### src/rtl/freq_div_prog.sv
// Programmable clock divider with an exact 50% duty cycle for both even and odd ratios.
// A new divisor takes effect at a period boundary; while the divider is stopped it applies directly.
module freq_div_prog #(
  parameter int WIDTH     = 8,
  parameter int DIV_RESET = 5
) (
  input  logic             clk,
  input  logic             reset_ah_in,
  input  logic             en_in,
  input  logic [WIDTH-1:0] div_in,
  input  logic             load_in,
  output logic             clk_out,
  output logic             tick_out,
  output logic [WIDTH-1:0] div_cur_out,
  output logic             pend_out,
  output logic             err_out,
  output logic             running_out
);

  generate
    if (DIV_RESET < 2 || DIV_RESET > (2**WIDTH) - 1) begin : g_bad_div_reset
      $error("freq_div_prog: DIV_RESET out of range 2..2^WIDTH-1");
    end
  endgenerate

  logic [WIDTH-1:0] cnt, cnt_inc, half, pend_val;
  logic             ph_pos, ph_neg;
  logic             load_ok, load_bad, wrap;

  assign load_ok  = load_in && (div_in >= WIDTH'(2));
  assign load_bad = load_in && !load_ok;
  assign cnt_inc  = cnt + WIDTH'(1);
  assign half     = div_cur_out >> 1;
  assign wrap     = running_out && (cnt == div_cur_out - WIDTH'(1));

  always_ff @(posedge clk or posedge reset_ah_in) begin
    if (reset_ah_in) begin
      cnt         <= '0;
      ph_pos      <= 1'b0;
      tick_out    <= 1'b0;
      err_out     <= 1'b0;
      pend_out    <= 1'b0;
      pend_val    <= '0;
      running_out <= 1'b0;
      div_cur_out <= WIDTH'(DIV_RESET);
    end else begin
      err_out  <= load_bad;
      tick_out <= 1'b0;
      if (!running_out) begin
        // A value left pending by a stop boundary is applied here, on the first idle cycle.
        if (load_ok)       div_cur_out <= div_in;
        else if (pend_out) div_cur_out <= pend_val;
        pend_out <= 1'b0;
        if (en_in) begin
          running_out <= 1'b1;
          cnt         <= '0;
          ph_pos      <= 1'b1;
          tick_out    <= 1'b1;
        end
      end else if (wrap) begin
        if (pend_out) div_cur_out <= pend_val;
        pend_out <= load_ok;
        if (load_ok) pend_val <= div_in;
        cnt         <= '0;
        ph_pos      <= en_in;
        tick_out    <= en_in;
        running_out <= en_in;
      end else begin
        cnt <= cnt_inc;
        if (cnt_inc == half) ph_pos <= 1'b0;
        if (load_ok) begin
          pend_out <= 1'b1;
          pend_val <= div_in;
        end
      end
    end
  end

  // Half-cycle extension of the high phase, only for odd ratios.
  always_ff @(negedge clk or posedge reset_ah_in) begin
    if (reset_ah_in) ph_neg <= 1'b0;
    else             ph_neg <= ph_pos & div_cur_out[0];
  end

  assign clk_out = ph_pos | ph_neg;

endmodule
### config.mk
export PLATFORM = sky130hd
export DESIGN_NAME = freq_div_prog
export DESIGN_NICKNAME = d
export VERILOG_FILES = /design/src/rtl/freq_div_prog.sv
export SDC_FILE = /design/constraint.sdc
export NUM_CORES = 1
export LEC_CHECK = 0
export CORE_MARGIN = 4
export CORE_UTILIZATION = 33
export DETAILED_ROUTE_END_ITERATION = 16
export GPL_TIMING_DRIVEN = 1
export MAX_ROUTING_LAYER = met4
export PLACE_DENSITY = 0.56
export SLEW_MARGIN = 10
export SYNTH_ARGS = -nofsm -noshare
export SYNTH_HDL_FRONTEND = slang
export SYNTH_SLANG_ARGS = --single-unit
### constraint.sdc
create_clock -name clk -period 3.4 [get_ports clk]
set_clock_uncertainty 0.2 [all_clocks]
set_input_delay 0.68 -clock clk [delete_from_list [all_inputs] [get_ports clk]]
set_output_delay 0.68 -clock clk [all_outputs]
set_load 0.02 [all_outputs]
Word-level counts from Yosys, hierarchy flattened:

Index checks and enable logic that the tools add are counted.
Widths: inputs -> output; s select.

* $lt $le $gt $ge: 1
* bitwise logic cells: 2
* add/subtract/negate cells: 2
* reductions and logical operators: 7
* mux-type cells: 19
* equality and inequality tests: 5

Operators by type and width (number)
* $mux 8: 7
* $mux 1: 12
* $add 8x1->8 const B: 1
* $eq 8x7->1: 1
* $eq 8x8->1: 1
* $ge 8x2->1 const B: 1
* $sub 8x1->8 const B: 1
* $ne 3x1->1 const B: 2
* $reduce_and 2->1: 2
* $logic_and 1x1->1: 3
* $ne 2x1->1 const B: 1
* $reduce_bool 2->1: 1
* $and 1x1->1: 1
* $logic_not 1->1: 1
* $or 1x1->1: 1

* flip-flop bits (word level): 30
* logic and storage cells: 45
* output and inout bits: 13

Longest topological paths before layout:

Gate-level depths: netlist of the first run.

* word-level depth: 5
* depth in mapped cells: 9

==> summary.txt, run 1 <==
Clock tree
  • Cell chosen for the clock root: sky130_fd_sc_hd__clkbuf_8
  • Number of levels the H-tree was split into: 2
  • Number of clock sinks: 30
  • Clock tree from TritonCTS: done
  • Buffer levels on the longest clock path: 2
  • Cts bufs inserted: 5
  • Setup Buffers After CTS: 0
  • Worst skew pair latency: 0.28 ns
  • CTS clock-pin slew for the worst setup and hold paths: 0.07 ns

GRT
  • Gr usage total: 14.5%
  • Pin count of the biggest net entering global routing: 30
  • Antenna violations before repair: 0
  • Overflow left after global routing: 0
  • Number of global-route vias before repair: 1,468
  • Global-route wire length before repair: 7060 µm

Layout
  • End-of-flow core utilization: 42.1%
  • Final-layout fill cell count: 538
  • Antenna diodes: 0
  • Final net count: 209
  • Cell area after layout: 2160 µm²
  • Storage element area: 753 µm²
  • Layout area overhead: 22.3%
  • Layout cells sized above 1: 13.8%
  • Multi-input gate area: 927 µm²

Worst setup path
  • Register-to-Register Path Depth: 8
  • Kind of start point of the critical path: flop
  • Worst-case register-to-register setup slack: 0.41 ns
  • Start-to-end type of the worst setup path: flop to output pin
  • Maximum fanout count along the critical path: 1
  • Reg-to-reg critical path startpoint: div_cur_out[0]
  • Endpoint arrival time on the critical path: 2.66 ns
  • Critical register-to-register path endpoint: div_cur_out[1]
  • Launch point of the worst path: ph_neg
  • Kind of capture point of the worst setup path: output pin
  • Worst setup path endpoint: clk_out
  • Worst Path Required: 2.52 ns

Synth
  • Synth cell types: 46
  • Share of the synthesized area in the top cell type: 38.2%
  • Share of the yosys chip area belonging to registers: 42.5%
  • Net count after synthesis: 187
  • Most used standard cell by instance count after synthesis: sky130_fd_sc_hd__dfrtp_1
  • Average cell area after synthesis: 10.2 µm²
  • Post-synth design cell area: 1770 µm²
  • Main area contributors after synthesis: sky130_fd_sc_hd__dfrtp_1 38%, sky130_fd_sc_hd__o22a_1 7.9%, sky130_fd_sc_hd__mux2_2 5.7%
  • Number of synthesized register bits: 30
  • Async SR Flop Fraction: 100%
  • Number of synthesized flops with an enable pin: 0
  • Post-Syn Instances: 173
  • Warnings from Yosys: 0
  • Leading cell types by count after synthesis: 27 x sky130_fd_sc_hd__dfrtp_1, 16 x sky130_fd_sc_hd__o22a_1, 10 x sky130_fd_sc_hd__xnor2_1
  • Cell taking the most area after synthesis: sky130_fd_sc_hd__dfrtp_1
  • Main synth FF type: sky130_fd_sc_hd__dfrtp_1

Power
  • Internal Pwr Total: 1.13 mW
  • Maximum ir drop on the vdd rail: 272 µV
  • Leakage power of the design: 0.859 nW
  • Clk pwr share: 19.1%
  • Sequential Power Share: 37.7%
  • Gate power share: 43.2%
  • Switching power: 745 µW
  • Switching part of the total: 39.8%
  • Total power density per cell area: 865 nW/µm²

Timing
  • Final setup viols: 1
  • Max-slew headroom at the worst pin: 53.8%
  • Final hold violation count: 0
  • Unrepaired setup endpoints after global routing: yes
  • Slew at the pin with the worst max-slew slack: 0.691 ns
  • Worst setup margin: -0.142 ns
  • Setup tns final: -0.142 ns
  • Worst hold-check slack: 0.309 ns
  • Number of pins exceeding their max-slew limit in the final report: 0

Routing
  • Wirelength per Cell: 15.2 µm
  • Wire length reported by the detailed router: 4050 µm
  • Detailed Route Iter0 Violations: 107
  • Number of antenna-violating nets in the routed design: 0
  • Detailed-route DRC error count: 0
  • Vias per cell: 5.18
  • First-pass detailed-route iteration total: 4
  • Total number of vias: 1,377

Status
  • Outcome: finished with violations
  • Violations in the final reports: setup timing

Placement
  • Buffers on Ports: 24
  • Area after DPL: 2050 µm²
  • Detailed placer's ending HPWL: 2950 µm
  • Gpl congestion: 0.899

Floorplan
  • Full die area: 6600 µm²
  • Placement Rows: 26
  • Placeable Area: 5140 µm²
  • Die outline height: 81.2 µm
  • Floorplan die width: 81.2 µm
  • Initial core utilization: 34.4%
  • Top-Level Pins: 25

Flow run
  • Maximum capacitance violations: 0

Min path
  • Worst min-delay path category: flop to flop
[cell families (layout without fill, tap and decap cells)]
logic type | after synthesis | in the layout | synth area share [%]
buffers and inverters | 20 | 43 | 5.23
adder cells (fa/ha/maj) | 2 | 2 | 1.41
flip-flops | 30 | 30 | 42.5
multiplexers | 9 | 9 | 5.72
AND/OR/NAND/NOR | 49 | 49 | 15.7
AO/OA/AOI/OAI | 45 | 45 | 20.5
XOR/XNOR | 18 | 18 | 8.90
[per-layer routing]
layer  global-route usage (%)  vias to the layer above  wire length [µm]
met5                        -                        -                 0
met3                     2.88                        5               152
li1                         -                      676                 -
met2                     23.8                       27              1970
met1                     16.9                      669              1840
met4                     6.93                        0                85
[critical path, stage by stage (launching register included)]
cell and delay [ns]:
sky130_fd_sc_hd__dfrtn_1 0.32, sky130_fd_sc_hd__or2_4 0.22, sky130_fd_sc_hd__buf_6 0.13
[cell usage in the layout (no fill, tap or decap), drive strengths merged, types with 2 or more instances in the layout]
master and instances:
nor2 9, dfrtp 27, clkdlybuf4s50 23, nand4 3
nor2b 2, clkbuf 7, buf 3, a31oi 2
a22o 3, nor3 4, a21oi 7, ha 2
nor4 4, nand2 9, dfstp 2, o22a 16
a21o 3, nand3 6, xnor2 10, inv 9
and3 3, o31ai 2, xor2 8, or3b 2
or2 2, o21ai 5, mux2 9
[cell type report]
class | instances | area share, %
clock buffers | 7 | 3.53
clock inverters | 1 | 1.39
inverters | 9 | 1.56
multi-input cells | 123 | 42.8
flip-flops and latches | 30 | 34.8
well taps | 70 | 4.05
repair buffers | 26 | 11.8
[state kept, by name (all words and copies together), names as in the netlist]
register	count
cnt	8
div_cur_out	8
pend_val	8
err_out	1
pend_out	1
ph_neg	1
ph_pos	1
running_out	1
tick_out	1
[power groups by stage]
stage / Sequential (mW) / Combinational [mW] / Clock [mW]
floorplan: 0.639 / 0.635 / 0
global placement: 0.705 / 0.779 / 0
detailed placement: 0.710 / 0.806 / 0
CTS: 0.703 / 0.812 / 0.371
global route: 0.737 / 0.892 / 0.384
finish: 0.706 / 0.809 / 0.357
[worst min path at each step]
stage                start           to  depth (start not counted)  slack (ns)
2_1_floorplan  pend_val[0]  pend_val[0]                          1        0.28
3_3_place_gp   pend_val[0]  pend_val[0]                          1        0.29
6_report       pend_val[6]  pend_val[6]                          1        0.31
4_1_cts        pend_val[0]  pend_val[0]                          1        0.31
5_1_grt        pend_val[7]  pend_val[7]                          1        0.33
3_5_place_dp   pend_val[0]  pend_val[0]                          1        0.30
[metrics by stage]
stage / cells / total power [mW] / worst slack [ns]
detailed placement: 258 / 1.52 / -0.285
CTS: 266 / 1.89 / -0.156
finish: 266 / 1.87 / -0.142
global route: 266 / 2.01 / -0.185
floorplan: 173 / 1.27 / 0.199
global placement: 258 / 1.48 / -0.281
[timing repair]
item	CTS	global route
pin swaps	0	0
hold buffers	0	0
endpoints found under the hold margin	0	0
setup endpoints to repair	1	1
resized for setup	7	0
(Power assumes the default switching activity.)
==> run 2: changes to the inputs <==
ABC_AREA = 1   (was unset)
CORE_MARGIN = 5   (was 4)
PLACE_DENSITY = 0.55   (was 0.56)
==> summary.txt, run 2 <==
Status
  • Outcome: finished with violations
  • Violations in the final reports: setup timing

Power
  • Total Power Consumption: 722 µW
  • Sequential Power Share: 51.5%
  • Leakage power of the design: 1.21 nW
  • Switching part of the total: 22.8%
  • Maximum ir drop on the vdd rail: 208 µV
  • Internal Pwr Total: 557 µW
  • Gate power share: 7.4%
  • Switching power: 165 µW
  • Clk pwr share: 41.1%
  • Total power density per cell area: 313 nW/µm²

Worst setup path
  • Family with the most delay on the worst path: flip-flops
  • CP bufs+invs: 1
  • Highest cell delay on the worst timing path: 0.32 ns
  • Highest-delay cell along the critical path: sky130_fd_sc_hd__dfrtn_1
  • Crit path cell chain: or2_4 > buf_6
  • Kind of start point of the critical path: flop
  • Worst Path Required: 2.52 ns
  • Start-to-end type of the worst setup path: flop to output pin
  • Maximum fanout count along the critical path: 1
  • Kind of capture point of the worst setup path: output pin
  • Endpoint arrival time on the critical path: 2.66 ns

Synth
  • Async SR Flop Fraction: 100%
  • Synth cell types: 28
  • Share of the synthesized area in the top cell type: 35.4%
  • Number of synthesized flops with an enable pin: 0
  • Net count after synthesis: 285
  • Share of the yosys chip area belonging to registers: 39.4%
  • Post-synth design cell area: 1910 µm²
  • Cell taking the most area after synthesis: sky130_fd_sc_hd__dfrtp_1
  • Main area contributors after synthesis: sky130_fd_sc_hd__dfrtp_1 35%, sky130_fd_sc_hd__nand2_1 19%, sky130_fd_sc_hd__nor2_1 5.7%
  • Main synth FF type: sky130_fd_sc_hd__dfrtp_1
  • Most used standard cell by instance count after synthesis: sky130_fd_sc_hd__nand2_1
  • Number of synthesized register bits: 30
  • Leading cell types by count after synthesis: 96 x sky130_fd_sc_hd__nand2_1, 29 x sky130_fd_sc_hd__nor2_1, 28 x sky130_fd_sc_hd__inv_1
  • Average cell area after synthesis: 7.05 µm²
  • Post-Syn Instances: 271
  • Warnings from Yosys: 0

Placement
  • Area after DPL: 2210 µm²
  • Buffers on Ports: 24
  • Instance count after placement with tap cells included: 362
  • Gpl congestion: 0.852
  • Detailed placer's ending HPWL: 3450 µm

Floorplan
  • Placeable Area: 5570 µm²
  • Initial core utilization: 34.3%
  • Top-Level Pins: 25
  • Floorplan die width: 86.1 µm
  • Die outline height: 86.1 µm
  • Placement Rows: 27
  • Full die area: 7410 µm²

Clock tree
  • Cell chosen for the clock root: sky130_fd_sc_hd__clkbuf_8
  • Number of clock sinks: 30
  • Buffer levels on the longest clock path: 2
  • Number of levels the H-tree was split into: 2
  • Worst skew pair latency: 0.28 ns
  • Cts bufs inserted: 5
  • CTS clock-pin slew for the worst setup and hold paths: 0.06 ns
  • Count of hold-fix buffers inserted at cts: 0
  • Clock tree from TritonCTS: done

Layout
  • Commonest non-fill, non-tap cells in the layout: 96 x sky130_fd_sc_hd__nand2_1, 29 x sky130_fd_sc_hd__nor2_1, 28 x sky130_fd_sc_hd__inv_1
  • End-of-flow core utilization: 41.3%
  • Antenna diodes: 0
  • Layout area overhead: 20.6%
  • Final Non-Filler Cells: 370
  • Layout cells sized above 1: 12.8%
  • Final-layout fill cell count: 625
  • Final net count: 311
  • Cell area after layout: 2300 µm²
  • Storage element area: 753 µm²
  • Commonest non-fill, non-tap cell in the layout: sky130_fd_sc_hd__nand2_1
  • Multi-input gate area: 996 µm²
  • Largest regs: cnt: 8 flops, div_cur_out: 8 flops, pend_val: 8 flops

Routing
  • Number of antenna-violating nets in the routed design: 0
  • Wirelength per Cell: 12.1 µm
  • First-pass detailed-route iteration total: 4
  • Wire length reported by the detailed router: 4490 µm
  • Detailed Route Iter0 Violations: 124
  • Vias per cell: 4.66
  • Detailed-route DRC error count: 0
  • Total number of vias: 1,725

GRT
  • Number of global-route vias before repair: 1,595
  • Global-route wire length before repair: 7510 µm
  • Overflow left after global routing: 0
  • Antenna violations before repair: 0
  • Gr usage total: 13.2%
  • Pin count of the biggest net entering global routing: 30

Timing
  • Max-slew headroom at the worst pin: 64.3%
  • Unrepaired setup endpoints after global routing: yes
  • Final hold violation count: 0
  • Slew at the pin with the worst max-slew slack: 0.535 ns
  • Worst hold-check slack: 0.294 ns
  • Number of pins exceeding their max-slew limit in the final report: 0
  • Final setup viols: 1
  • Worst setup margin: -0.136 ns

Flow run
  • Maximum capacitance violations: 0

Min path
  • Worst min-delay path category: flop to flop
==> run 2: worst register-to-register path, delay by kind of cell (launching register included) <==
family	cells	cell delay (ns)
AND/OR/NAND/NOR	1	0.06
buffers and inverters	1	0.05
flip-flops	1	0.58
==> run 2: power groups by stage <==
stage          logic, mW  registers (mW)  clock network [mW]
2_1_floorplan     0.0321           0.377                   0
4_1_cts           0.0544           0.371               0.308
3_5_place_dp      0.0540           0.378                   0
5_1_grt           0.0604           0.372               0.324
6_report          0.0532           0.372               0.297
3_3_place_gp      0.0534           0.378                   0
==> run 2: final timing paths <==
| path | depth (start not counted) | end | startpoint | slack [ns] |
|---|---|---|---|---|
| max | 2 | clk_out | ph_neg | -0.14 |
| max reg2reg | 2 | ph_neg | div_cur_out[0] | 0.86 |
| min reg2reg | 2 | pend_val[1] | pend_val[1] | 0.29 |
| min | 2 | pend_val[1] | pend_val[1] | 0.29 |
| min in group asynchronous | 3 | ph_pos | reset_ah_in | 0.62 |
| max in group asynchronous | 2 | ph_neg | reset_ah_in | 0.94 |
==> run 2: timing repair <==
item	4_1_cts	5_1_grt
setup endpoints to repair	1	1
hold endpoints to repair	0	0
setup buffers	0	0
resized for setup	7	0
cloned	0	0
==> run 2: cells by family after synthesis <==
group	Yosys count	share of synthesized area (%)
simple gates	156	34.3
mux	6	3.54
xor+xnor	2	0.918
compound gates	37	11.9
fa+ha+maj	2	1.31
buf+inv	38	8.52
flops	30	39.4
==> run 2: per-layer routing <==
layer / global-route usage, % / wire length, µm / share of wire, % / up-vias
met5: - / 0 / 0 / -
met4: 3.88 / 56 / 1.2 / 0
met3: 2.88 / 211 / 4.7 / 8
met2: 20.8 / 1980 / 44 / 35
met1: 17.1 / 2240 / 50 / 760
li1: - / - / - / 922
==> run 2: layout make-up <==
| class | count | share of cell area, % |
|---|---|---|
| multi-input cells | 203 | 43.2 |
| flip-flops and latches | 30 | 32.7 |
| repair buffers | 26 | 11.1 |
| inverters | 31 | 5.05 |
| well taps | 72 | 3.91 |
| clock buffers | 7 | 3.75 |
| clock inverters | 1 | 0.217 |
==> run 2: per-stage QoR <==
step	TNS [ns]	setup WS [ns]
4_1_cts	-0.147	-0.147
6_report	-0.136	-0.136
3_5_place_dp	-0.280	-0.280
3_3_place_gp	-0.278	-0.278
2_1_floorplan	0	0.199
5_1_grt	-0.175	-0.175
